$ cat src/rtl/muldiv_unit_if.sv
// Request/result bundle between the EX stage and the multiply/divide unit.
// The requester drives the master side; muldiv_unit sits on the slave side.
interface muldiv_unit_if #(
  parameter int WIDTH = 32
) ();
  logic             start;
  logic [2:0]       op;
  logic [WIDTH-1:0] dInA;
  logic [WIDTH-1:0] dInB;
  logic             flush;
  logic             busy;
  logic             done;
  logic [WIDTH-1:0] hiOut;
  logic [WIDTH-1:0] loOut;

  modport master (
    output start, op, dInA, dInB, flush,
    input  busy, done, hiOut, loOut
  );

  modport slave (
    input  start, op, dInA, dInB, flush,
    output busy, done, hiOut, loOut
  );
endinterface

$ cat src/rtl/muldiv_unit.sv
// Iterative MULT/MULTU/DIV/DIVU unit with HI/LO registers for the EX stage.
// Define MDU_DIV_EN to build the restoring divider; otherwise DIV/DIVU are no-ops.
module muldiv_unit #(
  parameter int WIDTH = 32
) (
  input logic           clk,
  input logic           rst_n,
  muldiv_unit_if.slave  mdu
);
  localparam int CW = $clog2(WIDTH + 1);
  localparam logic [CW-1:0] LAST = CW'(WIDTH - 1);

  localparam logic [1:0] S_IDLE = 2'd0;
  localparam logic [1:0] S_RUN  = 2'd1;
  localparam logic [1:0] S_FIX  = 2'd2;

  logic [1:0]         state;
  logic [CW-1:0]      cnt;
  logic [2*WIDTH-1:0] acc;
  logic [WIDTH-1:0]   opnd;
  logic [WIDTH-1:0]   hi, lo;
  logic               busy, done;
  logic               neg_q;

  logic               sgn, a_neg, b_neg;
  logic [WIDTH-1:0]   amag, bmag;
  logic               go_mul, go_div;
  logic [WIDTH:0]     msum;
  logic [2*WIDTH-1:0] prod;
  logic [WIDTH-1:0]   hi_n, lo_n;

`ifdef MDU_DIV_EN
  logic [WIDTH:0]     rem;
  logic [WIDTH-1:0]   araw;
  logic               is_div, neg_r, dz;
  logic [WIDTH:0]     rsh, dif;
  logic               ok;
`endif

  assign sgn   = ~mdu.op[0];
  assign a_neg = sgn & mdu.dInA[WIDTH-1];
  assign b_neg = sgn & mdu.dInB[WIDTH-1];
  assign amag  = a_neg ? (~mdu.dInA + 1'b1) : mdu.dInA;
  assign bmag  = b_neg ? (~mdu.dInB + 1'b1) : mdu.dInB;
  assign go_mul = (mdu.op[2:1] == 2'b00);
`ifdef MDU_DIV_EN
  assign go_div = (mdu.op[2:1] == 2'b01);
`else
  assign go_div = 1'b0;
`endif

  // Shift-add: low half of acc holds the remaining multiplier bits.
  assign msum = {1'b0, acc[2*WIDTH-1:WIDTH]}
              + (acc[0] ? {1'b0, opnd} : {(WIDTH+1){1'b0}});

`ifdef MDU_DIV_EN
  assign rsh = {rem[WIDTH-1:0], acc[WIDTH-1]};
  assign dif = rsh - {1'b0, opnd};
  assign ok  = ~dif[WIDTH];
`endif

  always_comb begin
    prod = neg_q ? (~acc + 1'b1) : acc;
    hi_n = prod[2*WIDTH-1:WIDTH];
    lo_n = prod[WIDTH-1:0];
`ifdef MDU_DIV_EN
    if (is_div) begin
      if (dz) begin
        lo_n = '1;
        hi_n = araw;
      end else begin
        lo_n = neg_q ? (~acc[WIDTH-1:0] + 1'b1) : acc[WIDTH-1:0];
        hi_n = neg_r ? (~rem[WIDTH-1:0] + 1'b1) : rem[WIDTH-1:0];
      end
    end
`endif
  end

  always_ff @(posedge clk) begin
    if (!rst_n) begin
      state <= S_IDLE;
      busy  <= 1'b0;
      done  <= 1'b0;
      hi    <= '0;
      lo    <= '0;
      cnt   <= '0;
      acc   <= '0;
      opnd  <= '0;
      neg_q <= 1'b0;
`ifdef MDU_DIV_EN
      rem    <= '0;
      araw   <= '0;
      is_div <= 1'b0;
      neg_r  <= 1'b0;
      dz     <= 1'b0;
`endif
    end else begin
      done <= 1'b0;
      case (state)
        S_IDLE: begin
          if (mdu.start && !mdu.flush) begin
            if (go_mul || go_div) begin
              acc   <= {{WIDTH{1'b0}}, amag};
              opnd  <= bmag;
              neg_q <= a_neg ^ b_neg;
              cnt   <= '0;
              busy  <= 1'b1;
              state <= S_RUN;
`ifdef MDU_DIV_EN
              rem    <= '0;
              araw   <= mdu.dInA;
              is_div <= go_div;
              neg_r  <= a_neg;
              dz     <= (mdu.dInB == '0);
`endif
            end else if (mdu.op == 3'b100) begin
              hi <= mdu.dInA;
            end else if (mdu.op == 3'b101) begin
              lo <= mdu.dInA;
            end
          end
        end
        S_RUN: begin
          if (mdu.flush) begin
            busy  <= 1'b0;
            state <= S_IDLE;
          end else begin
`ifdef MDU_DIV_EN
            if (is_div) begin
              acc[WIDTH-1:0] <= {acc[WIDTH-2:0], ok};
              rem <= ok ? dif : rsh;
            end else begin
              acc <= {msum, acc[WIDTH-1:1]};
            end
`else
            acc <= {msum, acc[WIDTH-1:1]};
`endif
            cnt <= cnt + 1'b1;
            if (cnt == LAST) state <= S_FIX;
          end
        end
        S_FIX: begin
          busy  <= 1'b0;
          state <= S_IDLE;
          if (!mdu.flush) begin
            hi   <= hi_n;
            lo   <= lo_n;
            done <= 1'b1;
          end
        end
        default: begin
          busy  <= 1'b0;
          state <= S_IDLE;
        end
      endcase
    end
  end

  assign mdu.busy  = busy;
  assign mdu.done  = done;
  assign mdu.hiOut = hi;
  assign mdu.loOut = lo;
endmodule
$ cat src/flat_wrapper.sv
// flat-port wrapper written by rule: the top's interface ports become plain ports
module muldiv_unit_flat 
#(
  parameter int WIDTH = 32
)
  (clk, rst_n, mdu_start, mdu_op, mdu_dInA, mdu_dInB, mdu_flush, mdu_busy, mdu_done, mdu_hiOut, mdu_loOut);
  muldiv_unit_if #(.WIDTH(WIDTH)) mdu_i ();
  input logic clk;
  input logic rst_n;
  input wire logic [$bits(mdu_i.start)-1:0] mdu_start;
  input wire logic [$bits(mdu_i.op)-1:0] mdu_op;
  input wire logic [$bits(mdu_i.dInA)-1:0] mdu_dInA;
  input wire logic [$bits(mdu_i.dInB)-1:0] mdu_dInB;
  input wire logic [$bits(mdu_i.flush)-1:0] mdu_flush;
  output wire logic [$bits(mdu_i.busy)-1:0] mdu_busy;
  output wire logic [$bits(mdu_i.done)-1:0] mdu_done;
  output wire logic [$bits(mdu_i.hiOut)-1:0] mdu_hiOut;
  output wire logic [$bits(mdu_i.loOut)-1:0] mdu_loOut;
  assign mdu_i.start = mdu_start;
  assign mdu_i.op = mdu_op;
  assign mdu_i.dInA = mdu_dInA;
  assign mdu_i.dInB = mdu_dInB;
  assign mdu_i.flush = mdu_flush;
  assign mdu_busy = mdu_i.busy;
  assign mdu_done = mdu_i.done;
  assign mdu_hiOut = mdu_i.hiOut;
  assign mdu_loOut = mdu_i.loOut;
  muldiv_unit #(.WIDTH(WIDTH)) u_core (.clk(clk), .rst_n(rst_n), .mdu(mdu_i));
endmodule
$ cat config.mk
export PLATFORM = sky130hd
export DESIGN_NAME = muldiv_unit_flat
export DESIGN_NICKNAME = d
export VERILOG_FILES = /design/src/rtl/muldiv_unit_if.sv /design/src/rtl/muldiv_unit.sv /design/src/flat_wrapper.sv
export SDC_FILE = /design/constraint.sdc
export NUM_CORES = 1
export LEC_CHECK = 0
export ABC_AREA = 1
export CORE_MARGIN = 10
export CORE_UTILIZATION = 30
export CTS_BUF_LIST = sky130_fd_sc_hd__clkbuf_16
export CTS_CLUSTER_SIZE = 30
export DETAILED_ROUTE_END_ITERATION = 8
export PLACE_DENSITY = 0.45
export SYNTH_ARGS = -nofsm -noshare
export SYNTH_HDL_FRONTEND = slang
export SYNTH_SLANG_ARGS = --single-unit
$ cat constraint.sdc
create_clock -name clk -period 3.8 [get_ports clk]
set_clock_uncertainty 0.05 [all_clocks]
set_input_delay 1.14 -clock clk [delete_from_list [all_inputs] [get_ports clk]]
set_output_delay 1.14 -clock clk [all_outputs]
set_load 0.1 [all_outputs]
==> run_results.csv, run 1 <==
group,metric,value,unit
status,status,"finished, final reports clean",
route,wl_per_cell,19.3,µm
worst_setup_path,cp.required,4.15,ns
logic_synthesis,synth-seq-area-share,25.8,%
sta,slew_violations,0,
power,clkPwrFrac,40.1,%
worst_setup_path,cp.buffers_inverters,3,
global_routing,grt_start_max_net_pins,117,
power,seq_power_share,40.4,%
logic_synthesis,ys_seq_elements,171,
finish,fill_cells,4983,
cts,post-cts-setup-buffers,0,
place,port_buffers,136,
route,wirelength,58.5,mm
sta,worstMarginPinSlew,0.757,ns
logic_synthesis,yosys_warnings,0,
worst_setup_path,worst-path-max-fanout,6,
route,dr_total_vias,15200,
global_routing,grt.total_usage,21.5,%
power,swShare,33.0,%
place,dpl.hpwl,46.5,mm
floorplanning,die_area,0.0531,mm²
logic_synthesis,synth_edf_count,0,
cts,hold_buffers,0,
worst_setup_path,worstReg2RegEnd,"u_core.acc[60]",
cts,cts-root-buf,"clkbuf_16",
min_path,hold_depth,2,
worst_setup_path,crit_family,"buffers and inverters",
route,final_antenna_net_count,0,
job,max_cap_violations,0,
cts,cts_buffer_depth,2,
worst_setup_path,timing.rr.start,"u_core.acc[0]",
logic_synthesis,yosysTopAreaCell,"dfxtp_1",
logic_synthesis,synth_most_common_cell,"nand2_1",
global_routing,overflow,0,
finish,drive_gt1_share,6.54,%
worst_setup_path,worst-setup-path-type,"in2reg",
worst_setup_path,worstSetupStartpointType,"primary input",
logic_synthesis,synth_flop_cell,"dfxtp_1",
logic_synthesis,syn_nets,2436,
power,power_leakage,7.81,nW
finish,syn2layout_area_growth,17.9,%
sta,fmax,0.358,GHz
worst_setup_path,worst-path-stages,11,
power,combPwrFrac,19.5,%
logic_synthesis,synth-async-reset-ratio,0,%
logic_synthesis,synthesis.area,0.0133,mm²
sta,finalSetupViolations,0,
floorplanning,start_util,30.2,%
cts,cts.clk_slew.worst_paths,0.08,ns
worst_setup_path,rrSetupSlack,1.12,ns
cts,cts.sinks,171,
min_path,min_from,"u_core.opnd[31]",
min_path,holdPathEnd,"u_core.opnd[31]",
sta,hold_ws,0.406,ns
cts,cts_htree_levels,4,
power,intPower,0.00314,W
finish,n_antenna_cell,0,
cts,post_cts_resized,0,
worst_setup_path,rr_worst_depth,15,
sta,rsz0062_at_grt,"false",
logic_synthesis,synth_cells,2328,
floorplanning,num_rows,77,
sta,finalCritPeriodShare,73.5,%
floorplanning,die_x,230,µm
worst_setup_path,max_stage_delay,0.45,ns
route,vias_per_cell,5.03,
sta,fin_crit,2.79,ns
floorplanning,core_area,0.0440,mm²
worst_setup_path,arrival,3.14,ns
power,ir_drop,0.268,mV
cts,tritoncts,"built",
global_routing,grt_pass1_wl,88.8,mm
global_routing,antenna_found_initial,0,
sta,hold_viol,0,
worst_setup_path,slowest_stage,"clkdlybuf4s50_1",
worst_setup_path,worstSetupEndpointType,"flop",
floorplanning,die_h,230,µm
sta,max-slew-margin-rel,49.0,%
logic_synthesis,ys_types,48,
power,powerDensity,300,mW/mm²
sta,finalSetupTns,0,ns
logic_synthesis,netlist.area_leader.share,25.8,%
logic_synthesis,yosys-top-cells-count,"612 x nand2_1, 338 x nor2_1, 280 x inv_1",
route,firstDrtPassIters,6,
worst_setup_path,cp_cell_sequence,"clkdlybuf4s50_1, inv_1, ha_1, nand3_1, nor2_1, nand2_1, o21ai_2, inv_1, a21oi_1, o21ai_0, a21oi_1",
floorplanning,ioPinCount,137,
global_routing,grt_pass1_vias,14500,
route,drc,0,
place,place_congestion,0.901,
route,drt_iter0_drc,1114,
cts,cts_buffers,17,
logic_synthesis,ys_top_cells_by_area,"dfxtp_1 26%, nand2_1 17%, nor2_1 9.5%, nand3_1 8.8%, inv_1 7.9%",
power,p_switching,0.00155,W
min_path,hold_path.class,"reg2reg",
finish,final_nets,2527,
cts,insertion_delay,0.46,ns
logic_synthesis,postSynthAreaPerCell,5.71,µm²
-- layout make-up --
cell class	instances	area, µm²	share of cell area [%]
clock buffer	17	425	2.71
inverter	289	1090	6.95
multi-input combinational	1784	8430	53.8
sequential	171	3420	21.9
timing repair buffer	156	1390	8.89
clock inverter	15	173	1.10
tap	592	741	4.73
-- how the worst max path moves through the flow --
stage / endpoint / startpoint
after floorplan: u_core.opnd[16] / mdu_dInB[0]
after global placement: u_core.opnd[16] / mdu_dInB[0]
after detailed placement: u_core.acc[18] / mdu_dInA[0]
after global routing: u_core.acc[18] / mdu_dInA[0]
after CTS: u_core.acc[18] / mdu_dInA[0]
final: u_core.acc[18] / mdu_dInA[0]
-- flip-flops by register name, indices dropped and copies added, names as in the netlist --
signal,cells
u_core.mdu.done,1
u_core.acc,64
u_core.neg_q,1
u_core.mdu.loOut,32
u_core.cnt,6
u_core.opnd,32
u_core.mdu.busy,1
u_core.state,2
u_core.mdu.hiOut,32
-- worst reg2reg max path, stage by stage, from the launching register on --
cell	delay, ns
dfxtp_1	0.39
buf_4	0.35
nand2_1	0.11
inv_1	0.14
ha_1	0.31
nand2_1	0.17
inv_1	0.06
nand2_1	0.06
nand2_1	0.11
a21oi_1	0.14
nand2_1	0.18
nand2_1	0.19
nand2_1	0.06
nand2_1	0.06
nand3_1	0.06
a21oi_1	0.15
-- cells by family (layout without fill, tap and decap cells) --
kind of cell | after synthesis | count (layout) | share of synthesized area [%]
simple gates | 1289 | 1289 | 40.9
compound gates | 431 | 431 | 17.1
buf+inv | 373 | 477 | 10.9
flops | 171 | 171 | 25.8
fa+ha+maj | 37 | 37 | 3.54
xor+xnor | 27 | 27 | 1.78
-- cell usage in the layout (no fill, tap or decap), types with 6 or more instances in the layout --
master / Yosys / final
a31oi_1: 11 / 11
ha_1: 36 / 36
or2_2: 8 / 8
buf_4: 4 / 83
o21ai_0: 187 / 187
clkdlybuf4s50_1: 0 / 69
o211ai_1: 11 / 11
clkbuf_16: 0 / 17
nor3_1: 19 / 19
a21oi_1: 198 / 198
inv_2: 6 / 6
nand2_1: 612 / 612
nor4_1: 6 / 6
nor2_2: 8 / 9
inv_1: 280 / 280
dfxtp_1: 171 / 170
nand3b_1: 19 / 19
nand3_1: 235 / 235
nor2_4: 6 / 6
nand4_1: 25 / 25
nor2_1: 338 / 337
xor2_1: 23 / 23
o21bai_1: 10 / 10
-- metal layers --
layer / global-route usage [%] / wire length (µm) / up-vias
met5: 0 / 0 / -
met4: 7.65 / 1710 / 0
met3: 2.85 / 2540 / 67
met2: 37.8 / 28900 / 389
met1: 26.5 / 25300 / 7021
li1: - / - / 7731
-- power groups by stage --
stage | Clock [W] | Combinational [W] | Sequential, W
after floorplan | 0 | 0.000457 | 0.00205
after global placement | 0 | 0.000909 | 0.00194
after detailed placement | 0 | 0.000911 | 0.00194
after CTS | 0.00192 | 0.000915 | 0.00190
after global routing | 0.00198 | 0.00100 | 0.00190
final | 0.00188 | 0.000914 | 0.00190
-- per-stage QoR --
stage / power [W] / area (µm²) / setup slack (ns) / util [%] / cells
global route: 0.00488 / 15700 / 0.750 / 35.6 / 3024
CTS: 0.00473 / 15700 / 1.03 / 35.6 / 3024
finish: 0.00470 / 15700 / 1.01 / 35.6 / 3024
detailed placement: 0.00285 / 15100 / 0.525 / 34.2 / 2992
floorplan: 0.00250 / 13300 / 1.31 / - / 2328
global placement: 0.00285 / 15100 / 0.545 / 34.2 / 2992
No activity file was read; power rests on OpenSTA's default activity.
==> run 2, diff against run 1 <==
--- a/config.mk
+++ b/config.mk
@@ -11,7 +11,7 @@
 export CTS_BUF_LIST = sky130_fd_sc_hd__clkbuf_16
 export CTS_CLUSTER_SIZE = 30
 export DETAILED_ROUTE_END_ITERATION = 8
-export PLACE_DENSITY = 0.45
+export PLACE_DENSITY = 0.46
 export SYNTH_ARGS = -nofsm -noshare
 export SYNTH_HDL_FRONTEND = slang
 export SYNTH_SLANG_ARGS = --single-unit
==> constraint.sdc (replaced) <==
create_clock -name clk -period 2.3 [get_ports clk]
set_clock_uncertainty 0.05 [all_clocks]
set_input_delay 0.69 -clock clk [delete_from_list [all_inputs] [get_ports clk]]
set_output_delay 0.69 -clock clk [all_outputs]
set_load 0.1 [all_outputs]
==> run 2 against run 1 <==
Clock power increased by 59%. Hold slack improved by 0.010 ns. First-iteration DRC count decreased by 2.9%. Wire length increased by 3.3%. Via count increased by 7.6%. Sequential power increased by 65%. Global-route usage increased by 0.32 points. Power increased by 69%. Flip-flop and latch count unchanged. Critical path depth increased by 1. Worst setup slack got worse by 0.98 ns. Combinational power increased by 100%.
==> run_results.csv, run 2 (same netlist as run 1, synthesis figures left out) <==
group,metric,value,unit
worst_setup_path,worst-setup-path-type,"reg2reg",
worst_setup_path,worstSetupStartpointType,"flop",
global_routing,grt_pass1_vias,15400,
sta,finalCritPeriodShare,98.8,%
sta,finalSetupViolations,0,
cts,cts_buffer_depth,2,
route,vias_per_cell,4.94,
floorplanning,num_rows,77,
worst_setup_path,worst-path-max-fanout,13,
finish,drive_gt1_share,20.3,%
finish,n_antenna_cell,0,
cts,tritoncts,"built",
finish,largest_reg_flops,64,
power,power_leakage,9.36,nW
route,drt_iter0_drc,1082,
job,max_cap_violations,0,
worst_setup_path,worstSetupEndpointType,"flop",
place,dpl.cell_count,3276,
place,port_buffers,136,
global_routing,busiest_layer,"met2",
floorplanning,die_area,0.0531,mm²
route,dr_total_vias,16400,
cts,cts_buffers,17,
route,firstDrtPassIters,5,
floorplanning,ioPinCount,137,
sta,hold_viol,0,
finish,layout_commonest_cell,"nand2_1",
sta,fmax,0.440,GHz
worst_setup_path,cp.required,2.64,ns
sta,fin_crit,2.27,ns
cts,insertion_delay,0.47,ns
cts,cts.sinks,171,
global_routing,antenna_found_initial,0,
place,place_congestion,0.920,
global_routing,grt.met2_usage,38.1,%
power,powerDensity,426,mW/mm²
global_routing,grt_pass1_wl,90.3,mm
route,drc,0,
floorplanning,start_util,30.2,%
cts,cts.clk_slew.worst_paths,0.07,ns
route,wl_per_cell,18.3,µm
cts,cts-root-buf,"clkbuf_16",
finish,top_register,"u_core.acc",
min_path,hold_path.class,"reg2reg",
sta,worstMarginPinSlew,0.522,ns
global_routing,met3_usage,3.13,%
power,finalPower,0.00795,W
place,dpl.hpwl,49.1,mm
route,final_antenna_net_count,0,
floorplanning,die_h,230,µm
global_routing,use_met1,26.3,%
route,wirelength,60.4,mm
sta,rsz0062_at_grt,"true",
global_routing,grt_start_max_net_pins,88,
finish,stdcell_count,3308,
worst_setup_path,arrival,2.61,ns
finish,layout_common_cells,"577 x nand2_1, 343 x buf_4, 324 x nor2_1",
cts,cts_htree_levels,4,
finish,syn2layout_area_growth,40.5,%
global_routing,grt.total_usage,21.9,%
power,ir_drop,0.471,mV
sta,slew_violations,0,
global_routing,overflow,0,
status,status,"finished, final reports clean",
sta,max-slew-margin-rel,64.8,%
finish,final_nets,2813,
floorplanning,core_area,0.0440,mm²
sta,hold_ws,0.416,ns
floorplanning,die_x,230,µm
==> run 2: cell types whose count changed in the layout (fill, tap and decap cells not counted), sizes merged <==
cell	before	now
clkinvlp	2	1
inv	290	291
clkinv	9	7
buf	87	372
clkbuf	17	18
==> run 2: what timing repair did <==
item / 4_1_cts / 5_1_grt
cloned: 0 / 1
resized for setup: 12 / 116
setup buffers: 0 / 1
pin swaps: 0 / 15
setup endpoints to repair: 13 / 48
hold buffers: 0 / 0
==> run 2: layout make-up <==
type / instances / area (µm²)
clock buffer: 17 / 425
timing repair buffer: 442 / 3870
sequential: 171 / 3430
tap: 592 / 741
clock inverter: 13 / 139
fill: 4854 / 25400
inverter: 289 / 1090
multi-input combinational: 1784 / 8980
==> run 2: metal layers <==
metal  part of all wire (%)  vias up
met3                    4.4      100
li1                       -     8290
met4                    4.0        0
met1                     43     7544
met5                      0        -
met2                     49      424
==> run 2: final timing paths <==
| path | cells past startpoint | to | start | slack, ns |
|---|---|---|---|---|
| worst min register to register | 2 | u_core.opnd[23] | u_core.opnd[23] | 0.42 |
| worst min-delay path | 2 | u_core.opnd[23] | u_core.opnd[23] | 0.42 |
| worst max-delay path | 12 | u_core.acc[60] | u_core.acc[0] | 0.03 |
| worst max register to register | 12 | u_core.acc[60] | u_core.acc[0] | 0.03 |
==> run 2: report_power, final <==
group	total [W]	internal, W	switching, W
Combinational	0.00184	0.000703	0.00114
Clock	0.00298	0.00167	0.00131
Sequential	0.00314	0.00304	0.0000961
==> run 2: through the flow <==
stage,util (%),setup WS (ns),TNS [ns],cell area (µm²)
after CTS,41.2,0.00178,0,18100
after detailed placement,39.8,-0.406,-24.57,17500
after global placement,39.8,-0.400,-23.11,17500
final,42.4,0.0272,0,18700
after floorplan,-,0.0309,0,13300
after global routing,42.4,-0.0871,-0.525,18700
==> run 2: worst max-delay path, cell delays in order (launching register included) <==
cell and delay [ns]:
dfxtp_4 0.38, buf_12 0.15, nand2_1 0.07, inv_1 0.04, ha_2 0.37, nand2_2 0.12, nor2_4 0.16, nand2_1 0.11
nor4_2 0.27, nand2_2 0.12, nand3_1 0.08, nand3_1 0.12, a21oi_1 0.16
==> run 3, diff against run 2 <==
--- a/config.mk
+++ b/config.mk
@@ -6,12 +6,14 @@
 export NUM_CORES = 1
 export LEC_CHECK = 0
 export ABC_AREA = 1
+export CELL_PAD_IN_SITES_DETAIL_PLACEMENT = 1
+export CELL_PAD_IN_SITES_GLOBAL_PLACEMENT = 2
 export CORE_MARGIN = 10
-export CORE_UTILIZATION = 30
+export CORE_UTILIZATION = 27
 export CTS_BUF_LIST = sky130_fd_sc_hd__clkbuf_16
 export CTS_CLUSTER_SIZE = 30
 export DETAILED_ROUTE_END_ITERATION = 8
-export PLACE_DENSITY = 0.46
+export PLACE_DENSITY_LB_ADDON = 0.3
 export SYNTH_ARGS = -nofsm -noshare
 export SYNTH_HDL_FRONTEND = slang
 export SYNTH_SLANG_ARGS = --single-unit
==> run 3 against run 2 <==
Die area increased by 10%. Global-route usage about the same. First-iteration DRC count decreased by 26%. Largest power group unchanged. Combinational power increased by 4%. Hold slack improved by 0.0028 ns. Wire length increased by 11%. Highest routed layer unchanged. Via count increased by 3.0%. Non-clock buffer count increased by 12. Final cell count increased by 2.6%. Power about the same. Maximum frequency decreased by 0.53%. Critical path depth increased by 2.
==> run_results.csv, run 3 (same netlist as run 1, synthesis figures left out) <==
group,metric,value,unit
status,status,"finished, final reports clean",
route,final_antenna_net_count,0,
worst_setup_path,arrival,2.66,ns
sta,slew_violations,0,
power,power_leakage,9.49,nW
power,clkPwrFrac,36.4,%
sta,hold_viol,0,
finish,top_register,"u_core.acc",
sta,worstMarginPinSlew,0.653,ns
cts,cts_buffer_depth,2,
worst_setup_path,worst-path-max-fanout,10,
global_routing,antenna_found_initial,1,
route,drc,0,
finish,syn2layout_area_growth,45.4,%
cts,hold_buffers,0,
worst_setup_path,cp.required,2.67,ns
finish,drive_gt1_share,23.4,%
floorplanning,core_area,0.0488,mm²
sta,fmax,0.438,GHz
min_path,hold_depth,2,
place,dpl.hpwl,54.0,mm
job,max_cap_violations,0,
cts,cts_htree_levels,4,
route,vias_per_cell,4.96,
power,combPwrFrac,24.2,%
cts,cts-root-buf,"clkbuf_16",
power,ir_drop,0.613,mV
sta,finalSetupTns,0,ns
floorplanning,die_area,0.0585,mm²
finish,utilization,39.5,%
power,p_switching,0.00271,W
place,dp_slack,-0.536,ns
worst_setup_path,slowest_stage,"dfxtp_4",
global_routing,grt_start_max_net_pins,79,
sta,rsz0062_at_grt,"true",
finish,final_nets,2825,
sta,finalSetupViolations,0,
finish,n_antenna_cell,0,
floorplanning,die_x,242,µm
route,dr_total_vias,16800,
global_routing,grt_pass1_wl,100,mm
worst_setup_path,worst-setup-path-type,"reg2reg",
worst_setup_path,rr_worst_depth,14,
cts,cts.sinks,171,
floorplanning,start_util,27.2,%
finish,fin_area,0.0193,mm²
place,placed_area,0.0177,mm²
sta,fin_crit,2.28,ns
sta,finalCritPeriodShare,99.3,%
worst_setup_path,worstSetupEndpointType,"flop",
sta,max-slew-margin-rel,56.3,%
worst_setup_path,cp_cell_sequence,"buf_12, buf_6, nand2_1, inv_2, ha_4, nand2_2, inv_1, nand2_4, nor3_4, buf_4, a21oi_2, nand3_1, nand3_1, a21oi_2",
finish,layout_commonest_cell,"nand2_1",
worst_setup_path,worstSetupStartpointType,"flop",
cts,insertion_delay,0.49,ns
floorplanning,die_h,242,µm
global_routing,overflow,0,
power,powerDensity,412,mW/mm²
min_path,hold_path.class,"reg2reg",
cts,tritoncts,"built",
global_routing,grt.total_usage,21.9,%
power,seq_power_share,39.4,%
worst_setup_path,rrSetupSlack,0.02,ns
route,firstDrtPassIters,5,
min_path,min_from,"u_core.cnt[4]",
place,port_buffers,136,
worst_setup_path,max_stage_delay,0.37,ns
place,place_congestion,0.893,
sta,worst_slack,0.0152,ns
min_path,holdPathEnd,"u_core.cnt[4]",
cts,cts.clk_slew.worst_paths,0.07,ns
route,wl_per_cell,19.8,µm
finish,largest_reg_flops,64,
power,intPower,0.00524,W
route,drt_iter0_drc,799,
global_routing,grt_pass1_vias,17300,
worst_setup_path,worstReg2RegEnd,"u_core.acc[57]",
floorplanning,ioPinCount,137,
route,wirelength,67.1,mm
power,swShare,34.1,%
cts,cts_buffers,17,
finish,layout_common_cells,"558 x nand2_1, 344 x buf_4, 316 x nor2_1",
worst_setup_path,timing.rr.start,"u_core.acc[0]",
floorplanning,num_rows,81,
[run 3: cell types whose count changed in the layout (fill, tap and decap cells not counted), sizes merged]
cell	before	now
buf	372	384
bufinv	3	1
clkinv	7	8
clkinvlp	1	2
inv	291	293
[run 3: power groups by stage]
stage	Combinational (W)	Clock [W]	Sequential [W]
after floorplan	0.000756	0	0.00338
after global placement	0.00184	0	0.00320
after detailed placement	0.00187	0	0.00320
after CTS	0.00189	0.00299	0.00313
after global routing	0.00209	0.00309	0.00314
final	0.00192	0.00290	0.00314
[run 3: worst max-delay path by stage]
| stage | to | startpoint | slack, ns | cells past startpoint |
|---|---|---|---|---|
| after floorplan | u_core.acc[51] | u_core.acc[0] | 0.03 | 17 |
| after global placement | u_core.acc[31] | mdu_dInA[0] | -0.46 | 11 |
| after detailed placement | u_core.acc[31] | mdu_dInA[0] | -0.54 | 11 |
| after CTS | u_core.acc[60] | u_core.acc[0] | -0.02 | 14 |
| after global routing | u_core.acc[57] | u_core.acc[0] | -0.15 | 15 |
| final | u_core.acc[57] | u_core.acc[0] | 0.02 | 14 |
[run 3: per-layer routing]
layer | track usage, % | wire [µm] | vias to the layer above
met1 | 25.5 | 28300 | 8088
met5 | 0 | 0 | -
met4 | 10.6 | 3030 | 0
met2 | 38.5 | 33400 | 323
met3 | 3.47 | 2290 | 128
li1 | - | - | 8303
[run 3: critical path, delay by kind of cell, from the launching register on]
kind	cells	cell delay, ns
fa+ha+maj	1	0.30
buf+inv	5	0.62
simple gates	6	0.66
compound gates	2	0.19
flops	1	0.37
[run 3: stage by stage]
step | std cells | hold WS [ns] | total power [W]
after floorplan | 2328 | 0.376 | 0.00414
after global routing | 3394 | 0.445 | 0.00832
after CTS | 3384 | 0.424 | 0.00801
final | 3394 | 0.418 | 0.00795
after global placement | 3352 | 0.400 | 0.00504
after detailed placement | 3352 | 0.412 | 0.00507
[run 3: timing repair]
item,CTS,global route
gates cloned,0,1
resized for setup,42,180
setup buffers,0,9
endpoints found under the setup margin,24,52
pin swaps,4,39
endpoints found under the hold margin,0,0
[run 3: cell type report]
| class | count | area (µm²) |
|---|---|---|
| inverter | 289 | 1090 |
| multi-input combinational | 1784 | 9340 |
| fill | 6405 | 29500 |
| sequential | 171 | 3430 |
| tap | 664 | 831 |
| clock inverter | 15 | 121 |
| clock buffer | 17 | 425 |
| timing repair buffer | 454 | 4080 |
